===== config.mk =====
export PLATFORM = sky130hd
export DESIGN_NAME = byte_serial_lsu
export DESIGN_NICKNAME = d
export VERILOG_FILES = /design/src/rtl/lsu_pkg.sv /design/src/rtl/load_extend.sv /design/src/rtl/byte_serial_lsu.sv
export SDC_FILE = /design/constraint.sdc
export NUM_CORES = 1
export LEC_CHECK = 0
export ABC_AREA = 1
export ABC_CLOCK_PERIOD_IN_PS = 4190
export BUFFER_PORTS_ARGS = -buffer_cell sky130_fd_sc_hd__clkbuf_2
export CORE_MARGIN = 2
export CORE_UTILIZATION = 55
export CTS_CLUSTER_DIAMETER = 150
export DETAILED_ROUTE_END_ITERATION = 10
export GPL_TIMING_DRIVEN = 1
export PLACE_DENSITY = 0.87
export SLEW_MARGIN = 20
export SYNTH_ARGS = -nofsm -noshare
export SYNTH_HDL_FRONTEND = slang
export SYNTH_SLANG_ARGS = --single-unit

===== constraint.sdc =====
create_clock -name clk -period 4.19 [get_ports clk]
set_clock_uncertainty 0.1 [all_clocks]
set_input_delay 1.0475 -clock clk [delete_from_list [all_inputs] [get_ports clk]]
set_output_delay 1.0475 -clock clk [all_outputs]
set_load 0.05 [all_outputs]

===== src/rtl/lsu_pkg.sv =====
// Shared definitions for the byte-serial load/store unit: FSM states,
// data-memory access codes and the byte-count helper.
package lsu_pkg;

  typedef enum logic [1:0] {
    IDLE   = 2'd0,
    ACCESS = 2'd1,
    RESP   = 2'd2
  } state_t;

  localparam logic [2:0] BYTE  = 3'b000;
  localparam logic [2:0] HALF  = 3'b001;
  localparam logic [2:0] WORD  = 3'b010;
  localparam logic [2:0] BYTEU = 3'b100;
  localparam logic [2:0] HALFU = 3'b101;

  localparam logic [1:0] SIZE_ILLEGAL = 2'b11;

  // Index of the final byte beat (N-1) for a legal size code.
  function automatic logic [1:0] last_idx(input logic [1:0] size);
    case (size)
      2'b00:   return 2'd0;
      2'b01:   return 2'd1;
      default: return 2'd3;
    endcase
  endfunction

endpackage


===== src/rtl/load_extend.sv =====
// Sign/zero extension of an assembled load value to 32 bits.
module load_extend
  import lsu_pkg::*;
(
  input  logic [31:0] raw,
  input  logic [1:0]  size,
  input  logic        unsigned_flag,
  output logic [31:0] ext
);

  always_comb begin
    // NOTE: assigning a default first means every path drives ext, so no latch is inferred.
    ext = raw;
    case (size)
      2'b00:   ext = unsigned_flag ? {24'h0, raw[7:0]}  : {{24{raw[7]}}, raw[7:0]};
      2'b01:   ext = unsigned_flag ? {16'h0, raw[15:0]} : {{16{raw[15]}}, raw[15:0]};
      default: ext = raw;  // word loads ignore the unsigned flag
    endcase
  end

endmodule


===== src/rtl/byte_serial_lsu.sv =====
// Load/store unit that splits each core access into single-byte memory
// beats, little-endian, and returns one extended result pulse.
module byte_serial_lsu
  import lsu_pkg::*;
(
  input  logic        clk,
  input  logic        rst,
  input  logic        ReqValid,
  output logic        ReqReady,
  input  logic [31:0] ReqAddress,
  input  logic [31:0] ReqDataWr,
  input  logic [2:0]  ReqCtrl,
  input  logic        ReqWr,
  output logic        RespValid,
  output logic [31:0] RespData,
  output logic        RespErr,
  output logic [31:0] Address,
  output logic [31:0] DataWr,
  output logic [2:0]  DMCtrl,
  output logic        DMWr,
  input  logic [31:0] DataRd
);

  state_t      state, state_next;
  logic [31:0] base;
  logic [31:0] data;
  logic [2:0]  ctrl;
  logic        wr;
  logic [1:0]  idx;
  logic [1:0]  last;
  logic [31:0] result;
  logic [31:0] ext;
  logic        err;

  assign err = (ctrl[1:0] == SIZE_ILLEGAL);

  load_extend u_load_extend (
    .raw           (result),
    .size          (ctrl[1:0]),
    .unsigned_flag (ctrl[2]),
    .ext           (ext)
  );

  always_ff @(posedge clk) begin
    // NOTE: non-blocking assignments keep every register updating from pre-edge values.
    if (rst) begin
      state  <= IDLE;
      base   <= '0;
      data   <= '0;
      ctrl   <= '0;
      wr     <= 1'b0;
      idx    <= '0;
      last   <= '0;
      result <= '0;
    end else begin
      state <= state_next;
      case (state)
        IDLE: begin
          if (ReqValid) begin
            base   <= ReqAddress;
            data   <= ReqDataWr;
            ctrl   <= ReqCtrl;
            wr     <= ReqWr;
            idx    <= '0;
            last   <= last_idx(ReqCtrl[1:0]);
            result <= '0;
          end
        end
        ACCESS: begin
          if (!wr) result[{idx, 3'b000} +: 8] <= DataRd[7:0];
          idx <= idx + 2'd1;
        end
        default: ;
      endcase
    end
  end

  always_comb begin
    state_next = state;
    ReqReady   = 1'b0;
    RespValid  = 1'b0;
    RespData   = '0;
    RespErr    = 1'b0;
    Address    = '0;
    DataWr     = '0;
    DMCtrl     = BYTE;
    DMWr       = 1'b0;
    case (state)
      IDLE: begin
        ReqReady = 1'b1;
        if (ReqValid) state_next = (ReqCtrl[1:0] == SIZE_ILLEGAL) ? RESP : ACCESS;
      end
      ACCESS: begin
        // 32-bit sum wraps naturally past 0xFFFFFFFF.
        Address = base + {30'h0, idx};
        if (wr) begin
          DMCtrl = BYTE;
          DMWr   = 1'b1;
          DataWr = {24'h0, data[{idx, 3'b000} +: 8]};
        end else begin
          DMCtrl = BYTEU;
        end
        if (idx == last) state_next = RESP;
      end
      RESP: begin
        RespValid  = 1'b1;
        RespErr    = err;
        RespData   = (err || wr) ? 32'h0 : ext;
        state_next = IDLE;
      end
      default: state_next = IDLE;
    endcase
  end

endmodule


==> impl_metrics.csv, run 1 <==
group,metric,value,unit
route,route.detailed.drc,0,
pwr,peakVddDrop,0.239,mV
finish,antenna_cells,0,
clock_tree,cts_resized,0,
finish,syn2layout_area_growth,15.7,%
pwr,leakage,3.19,nW
outcome,status,"complete, no violations",
pwr,power_frac_seq,0.488,
synthesis,synth-xor-area-share,0.00739,
pwr,internal_power,1.54,mW
route,first_pass_iters,5,
timing,max_freq,270,MHz
grt,grt_pass1_wl,25.4,mm
worst_setup_path,endpoint_kind,"output pin",
timing,hold_viol,0,
clock_tree,cts.clk_slew.worst_paths,0.10,ns
die,die_x,108,um
clock_tree,root_buffer,"clkbuf_8",
min_path,hp-class,"flop to flop",
pwr,clock_power_share,0.262,
synthesis,synth_cell_type_count,32,
synthesis,yosysSeqAreaShare,0.358,
synthesis,synthAdderAreaFrac,0.0160,
finish,nNetsFinal,1207,
flow_run,drv_cap,0,
die,boundaryPins,206,
timing,worst-slew-pin-transition,0.836,ns
pwr,p_total,2.44,mW
synthesis,syn_inst,965,
grt,grt_usage,0.270,
die,design.die.area,11600,um2
grt,antenna_found_initial,0,
clock_tree,cts_tree,"built",
placed_design,io_buffers,155,
route,wire_per_inst,12.6,um
die,fp.coreArea,10400,um2
timing,slew_viol_final,0,
pwr,p_switching,0.902,mW
die,initial_core_util,0.571,
clock_tree,post_cts.repair.setup_buffers,0,
clock_tree,cts_hold_buf,0,
worst_setup_path,startpoint_type,"flop",
pwr,p_sw_frac,0.370,
clock_tree,clk_latency,0.37,ns
placed_design,hpwl,11.6,mm
die,die_h,108,um
synthesis,syn_area,5930,um2
grt,grt_max_degree,89,
timing,min_period_over_period,0.884,
worst_setup_path,worstPathArrival,2.56,ns
synthesis,synth-compound-area-share,0.168,
timing,slew_headroom,0.442,
worst_setup_path,critPathKind,"flop to output pin",
timing,setup_violations,0,
route,wirelength,15.6,mm
timing,post-route-min-period,3.70,ns
synthesis,yosys.area_share.simple,0.331,
synthesis,muxShareOfSynthArea,0,
finish,drive_gt1_frac,0.181,
grt,grt_pass1_vias,5494,
finish,utilization,0.661,
route,vias_per_cell,5.08,
worst_setup_path,required,3.04,ns
route,num_vias,6289,
clock_tree,ctsLongestPathBuffers,2,
timing,setup_tns,0,ns
synthesis,synth.ff_latch_count,106,
grt,overflow,0,
placed_design,gp_congestion,0.962,
route,drt.antenna.violating_nets,0,
clock_tree,cts_inserted_buffers,9,
clock_tree,htreeDepth,3,
clock_tree,cts_sinks,106,
route,dr.first_iter.drc_count,454,
synthesis,synth_warnings,0,
timing,rsz0062_at_grt,"false",
die,rows,37,
worst_setup_path,crit_fanout,15,
pwr,p_per_area,356,nW/um2
pwr,power_frac_comb,0.250,
synthesis,synth_area_per_cell,6.14,um2
synthesis,synth_top_family_by_area,"simple AND/OR/NAND/NOR gates",
[path summary, 6_finish.rpt]
path / startpoint / to / cells past startpoint / slack (ns)
setup / recovery: idx[1] / Address[14] / 9 / 0.49
hold / removal: base[31] / base[31] / 2 / 0.37
setup reg to reg: idx[0] / result[1] / 7 / 1.55
hold reg to reg: base[31] / base[31] / 2 / 0.37
[worst max-delay path: stages (launching register included)]
cell and delay [ns]:
dfxtp_1 0.32, buf_4 0.21, fa_1 0.27, nand2_1 0.10, nor2_1 0.18, nand2_1 0.13, nor2_1 0.36, o21ai_0 0.14
a21oi_1 0.17, clkbuf_2 0.30
[placed cells by master, fill, tap and decap left out, types with 4 or more instances in the layout]
cell type | Yosys | final
conb_1 | 1 | 26
nand3_1 | 18 | 18
inv_1 | 84 | 83
nor3_1 | 17 | 17
nor2_2 | 5 | 5
a21oi_1 | 71 | 71
xor2_1 | 4 | 4
nor2_1 | 258 | 258
inv_2 | 5 | 5
dfxtp_1 | 106 | 106
buf_4 | 26 | 6
nand2_1 | 189 | 189
clkbuf_8 | 0 | 10
o21ai_0 | 115 | 115
ha_1 | 6 | 6
clkbuf_2 | 0 | 155
[flip-flops by register name, summed over array words and instances, names as in the netlist]
signal / cells
state: 2
base: 32
last: 2
result: 32
idx: 2
data: 32
wr: 1
ctrl: 3
[logic make-up (layout without fill, tap and decap cells)]
logic type | Yosys count | count (layout)
AO/OA/AOI/OAI | 195 | 195
XOR/XNOR | 5 | 5
adder cells (fa/ha/maj) | 7 | 7
buffers and inverters | 156 | 268
flip-flops | 106 | 106
other | 1 | 26
AND/OR/NAND/NOR | 495 | 495
[cell usage after synthesis]
library cell | n | area [um2]
nor3_2 | 2 | 20.0
inv_2 | 5 | 18.8
nand3_1 | 18 | 90.1
nand3_2 | 1 | 10.0
ha_1 | 6 | 75.1
xor2_1 | 4 | 35.0
nand2_2 | 1 | 6.26
nand4_2 | 1 | 12.5
inv_1 | 84 | 315
nand2_4 | 1 | 11.3
nor2_2 | 5 | 31.3
clkbuf_1 | 26 | 97.6
nor3_1 | 17 | 85.1
nand2_1 | 189 | 709
nor2_4 | 1 | 11.3
o21ai_2 | 3 | 26.3
o21ai_0 | 115 | 576
conb_1 | 1 | 3.75
buf_2 | 12 | 60.1
dfxtp_1 | 106 | 2120
a21oi_2 | 2 | 17.5
fa_1 | 1 | 20.0
nand3b_1 | 1 | 7.51
clkinv_1 | 1 | 3.75
buf_1 | 1 | 3.75
clkinv_2 | 1 | 5.00
a31oi_1 | 3 | 18.8
xnor2_1 | 1 | 8.76
a21oi_1 | 71 | 355
o21ai_1 | 1 | 5.00
buf_4 | 26 | 195
nor2_1 | 258 | 968
[metrics by stage]
step | area [um2] | instances | hold slack, ns | worst slack, ns
6_report | 6860 | 1238 | 0.373 | 0.487
5_1_grt | 6860 | 1238 | 0.405 | 0.230
4_1_cts | 6860 | 1238 | 0.376 | 0.465
3_5_place_dp | 6650 | 1222 | 0.362 | 0.893
3_3_place_gp | 6650 | 1222 | 0.353 | 0.970
2_1_floorplan | 6020 | 990 | 0.344 | 0.473
[power by group through the flow]
| stage | Sequential [mW] | Combinational [mW] | Clock, mW |
|---|---|---|---|
| floorplan | 1.19 | 0.496 | 0 |
| global placement | 1.21 | 0.596 | 0 |
| detailed placement | 1.21 | 0.606 | 0 |
| CTS | 1.19 | 0.609 | 0.653 |
| global route | 1.21 | 0.689 | 0.694 |
| finish | 1.19 | 0.610 | 0.640 |
[layout make-up]
cell class / instances / area [um2]
clock buffers: 10 / 138
repair buffers: 161 / 821
well taps: 136 / 170
flip-flops and latches: 106 / 2120
multi-input cells: 728 / 3200
fillers: 1023 / 3510
clock inverters: 6 / 65.1
inverters: 91 / 343
[layer usage]
layer | global-route usage | vias to the layer above | routed length, um | share of wire
li1 | - | 3252 | - | -
met1 | 0.369 | 2753 | 6860 | 0.44
met2 | 0.429 | 256 | 7150 | 0.46
met3 | 0.0527 | 28 | 1270 | 0.082
met4 | 0.0870 | 0 | 308 | 0.020
met5 | 0 | - | 0 | 0
Note: power is estimated with default switching activity, not from simulation.
==> run 2: changes to the inputs <==
Settings changed: CELL_PAD_IN_SITES_DETAIL_PLACEMENT from default to 1, CELL_PAD_IN_SITES_GLOBAL_PLACEMENT from default to 2, CORE_UTILIZATION 55 to 27, PLACE_DENSITY 0.87 to 0.85.
==> run 2 against run 1 <==
  * Die area increased by 99%
  * Sequential share of layout area decreased by 1.1 points
  * Largest cell class unchanged
  * Hold slack improved by 0.0065 ns
  * Via count decreased by 0.32%
  * Register-to-register slack got worse by 0.06 ns
==> impl_metrics.csv, run 2 (synthesis gave the netlist of run 1 again) <==
group,metric,value,unit
route,wirelength,19.8,mm
finish,finalInstanceArea,7120,um2
placed_design,io_buffers,155,
die,rows,54,
clock_tree,htreeDepth,3,
clock_tree,clk_latency,0.36,ns
placed_design,post-place-ws,0.847,ns
route,num_vias,6269,
finish,top_regs,"base: 32 flops, data: 32 flops, result: 32 flops",
worst_setup_path,cpPeakStageDelay,0.40,ns
outcome,status,"complete, no violations",
pwr,clock_power_share,0.319,
pwr,p_sw_frac,0.362,
route,met2WireLength,9.46,mm
timing,hold_viol,0,
placed_design,dp_cells,1366,
flow_run,drv_cap,0,
worst_setup_path,required,3.04,ns
worst_setup_path,startpoint_type,"flop",
min_path,min-delay-start,"data[15]",
clock_tree,cts_hold_buf,0,
worst_setup_path,reg2reg_depth,7,
clock_tree,cts_tree,"built",
finish,drive_gt1_frac,0.182,
pwr,p_switching,0.968,mW
finish,nNetsFinal,1207,
finish,utilization,0.328,
timing,worst-slew-pin-transition,0.875,ns
route,dr.max_layer_used,"met4",
route,first_pass_iters,4,
die,design.die.area,23100,um2
worst_setup_path,worstPathArrival,2.56,ns
worst_setup_path,critPathKind,"flop to output pin",
grt,grt_max_degree,81,
pwr,power_frac_comb,0.235,
grt,antenna_found_initial,0,
route,wire_per_inst,14.3,um
worst_setup_path,endpoint_kind,"output pin",
route,drt.antenna.violating_nets,0,
pwr,p_total,2.67,mW
clock_tree,cts_resized,0,
clock_tree,cts_inserted_buffers,9,
route,route.detailed.drc,0,
worst_setup_path,r2r_end,"result[0]",
finish,final_cell_count_no_fill,1381,
timing,hold_slack,0.380,ns
placed_design,gp_congestion,0.821,
grt,grt_pass1_vias,6290,
route,dr.first_iter.drc_count,223,
pwr,peakVddDrop,0.168,mV
pwr,power_frac_seq,0.446,
die,boundaryPins,206,
timing,rsz0062_at_grt,"false",
timing,post-route-min-period,3.71,ns
timing,slew_viol_final,0,
placed_design,placed_cell_area,6830,um2
die,fp.coreArea,21700,um2
timing,min_period_over_period,0.885,
clock_tree,ctsLongestPathBuffers,2,
worst_setup_path,slowest_stage,"nor2_1",
clock_tree,post_cts.repair.setup_buffers,0,
timing,max_freq,270,MHz
timing,setup_ws,0.481,ns
grt,grt_pass1_wl,32.2,mm
worst_setup_path,rr_startpoint,"idx[0]",
timing,setup_tns,0,ns
min_path,hp-class,"flop to flop",
timing,setup_violations,0,
die,die_h,152,um
finish,antenna_cells,0,
grt,overflow,0,
die,initial_core_util,0.273,
finish,final_common_cell,"nor2_1",
min_path,whs_endpoint,"data[15]",
clock_tree,cts.clk_slew.worst_paths,0.07,ns
clock_tree,root_buffer,"clkbuf_16",
finish,syn2layout_area_growth,20.1,%
pwr,p_per_area,375,nW/um2
min_path,holdPathStages,2,
grt,grt_usage,0.172,
route,dr_wl_met3,946,um
placed_design,hpwl,15.1,mm
clock_tree,cts_sinks,106,
timing,slew_headroom,0.414,
worst_setup_path,crit_fanout,6,
worst_setup_path,reg2reg_setup_slack,1.49,ns
pwr,leakage,3.23,nW
die,die_x,152,um
route,met1_length,9.16,mm
worst_setup_path,crit_chain,"ha_1, fa_1, nand2_1, nor2_1, nand2_1, nor2_1, o21ai_0, a21oi_1, clkbuf_2",
pwr,internal_power,1.70,mW
route,vias_per_cell,4.54,
finish,final_cell_mix,"nor2_1 (258), nand2_1 (189), clkbuf_2 (155)",
==> run 2: changes by cell type in the layout (fill, tap and decap cells not counted), sizes merged <==
cell,delta
inv,+1
clkbuf,-1
clkinv,-1
==> run 2: worst max path at each step <==
stage          startpoint     endpoint  slack, ns  depth (start not counted)
3_3_place_gp      base[0]  Address[14]       0.91                          9
6_report          base[0]  Address[14]       0.48                          9
2_1_floorplan    state[0]    DataWr[0]       0.47                          5
3_5_place_dp      base[0]  Address[14]       0.85                          9
4_1_cts           base[0]  Address[14]       0.43                          9
5_1_grt           base[0]  Address[14]       0.21                          9
==> run 2: layout make-up <==
class | instances | area, um2
clock buffer | 9 | 225
clock inverter | 6 | 57.6
fill | 2906 | 14600
inverter | 91 | 343
multi-input combinational | 728 | 3200
sequential | 106 | 2120
tap | 280 | 350
timing repair buffer | 161 | 821
==> run 2: power by group through the flow <==
stage	clock network, mW	logic [mW]	registers (mW)
after floorplan	0	0.496	1.19
after global placement	0	0.624	1.21
after detailed placement	0	0.637	1.22
after CTS	0.882	0.640	1.19
after global routing	0.922	0.715	1.21
final	0.851	0.629	1.19
==> run 2: layer usage <==
layer,GRT usage,vias up
met5,0,-
met4,0.0414,0
met1,0.219,2888
met2,0.301,133
met3,0.0313,11
li1,-,3237
==> run 2: critical path, delay by kind of cell, from the launching register on <==
kind,cells,cell delay [ns]
adders and majority gates,2,0.43
AOI/OAI and AO/OA,2,0.33
buffers and inverters,1,0.31
DFF,1,0.34
and+or+nand+nor,4,0.80
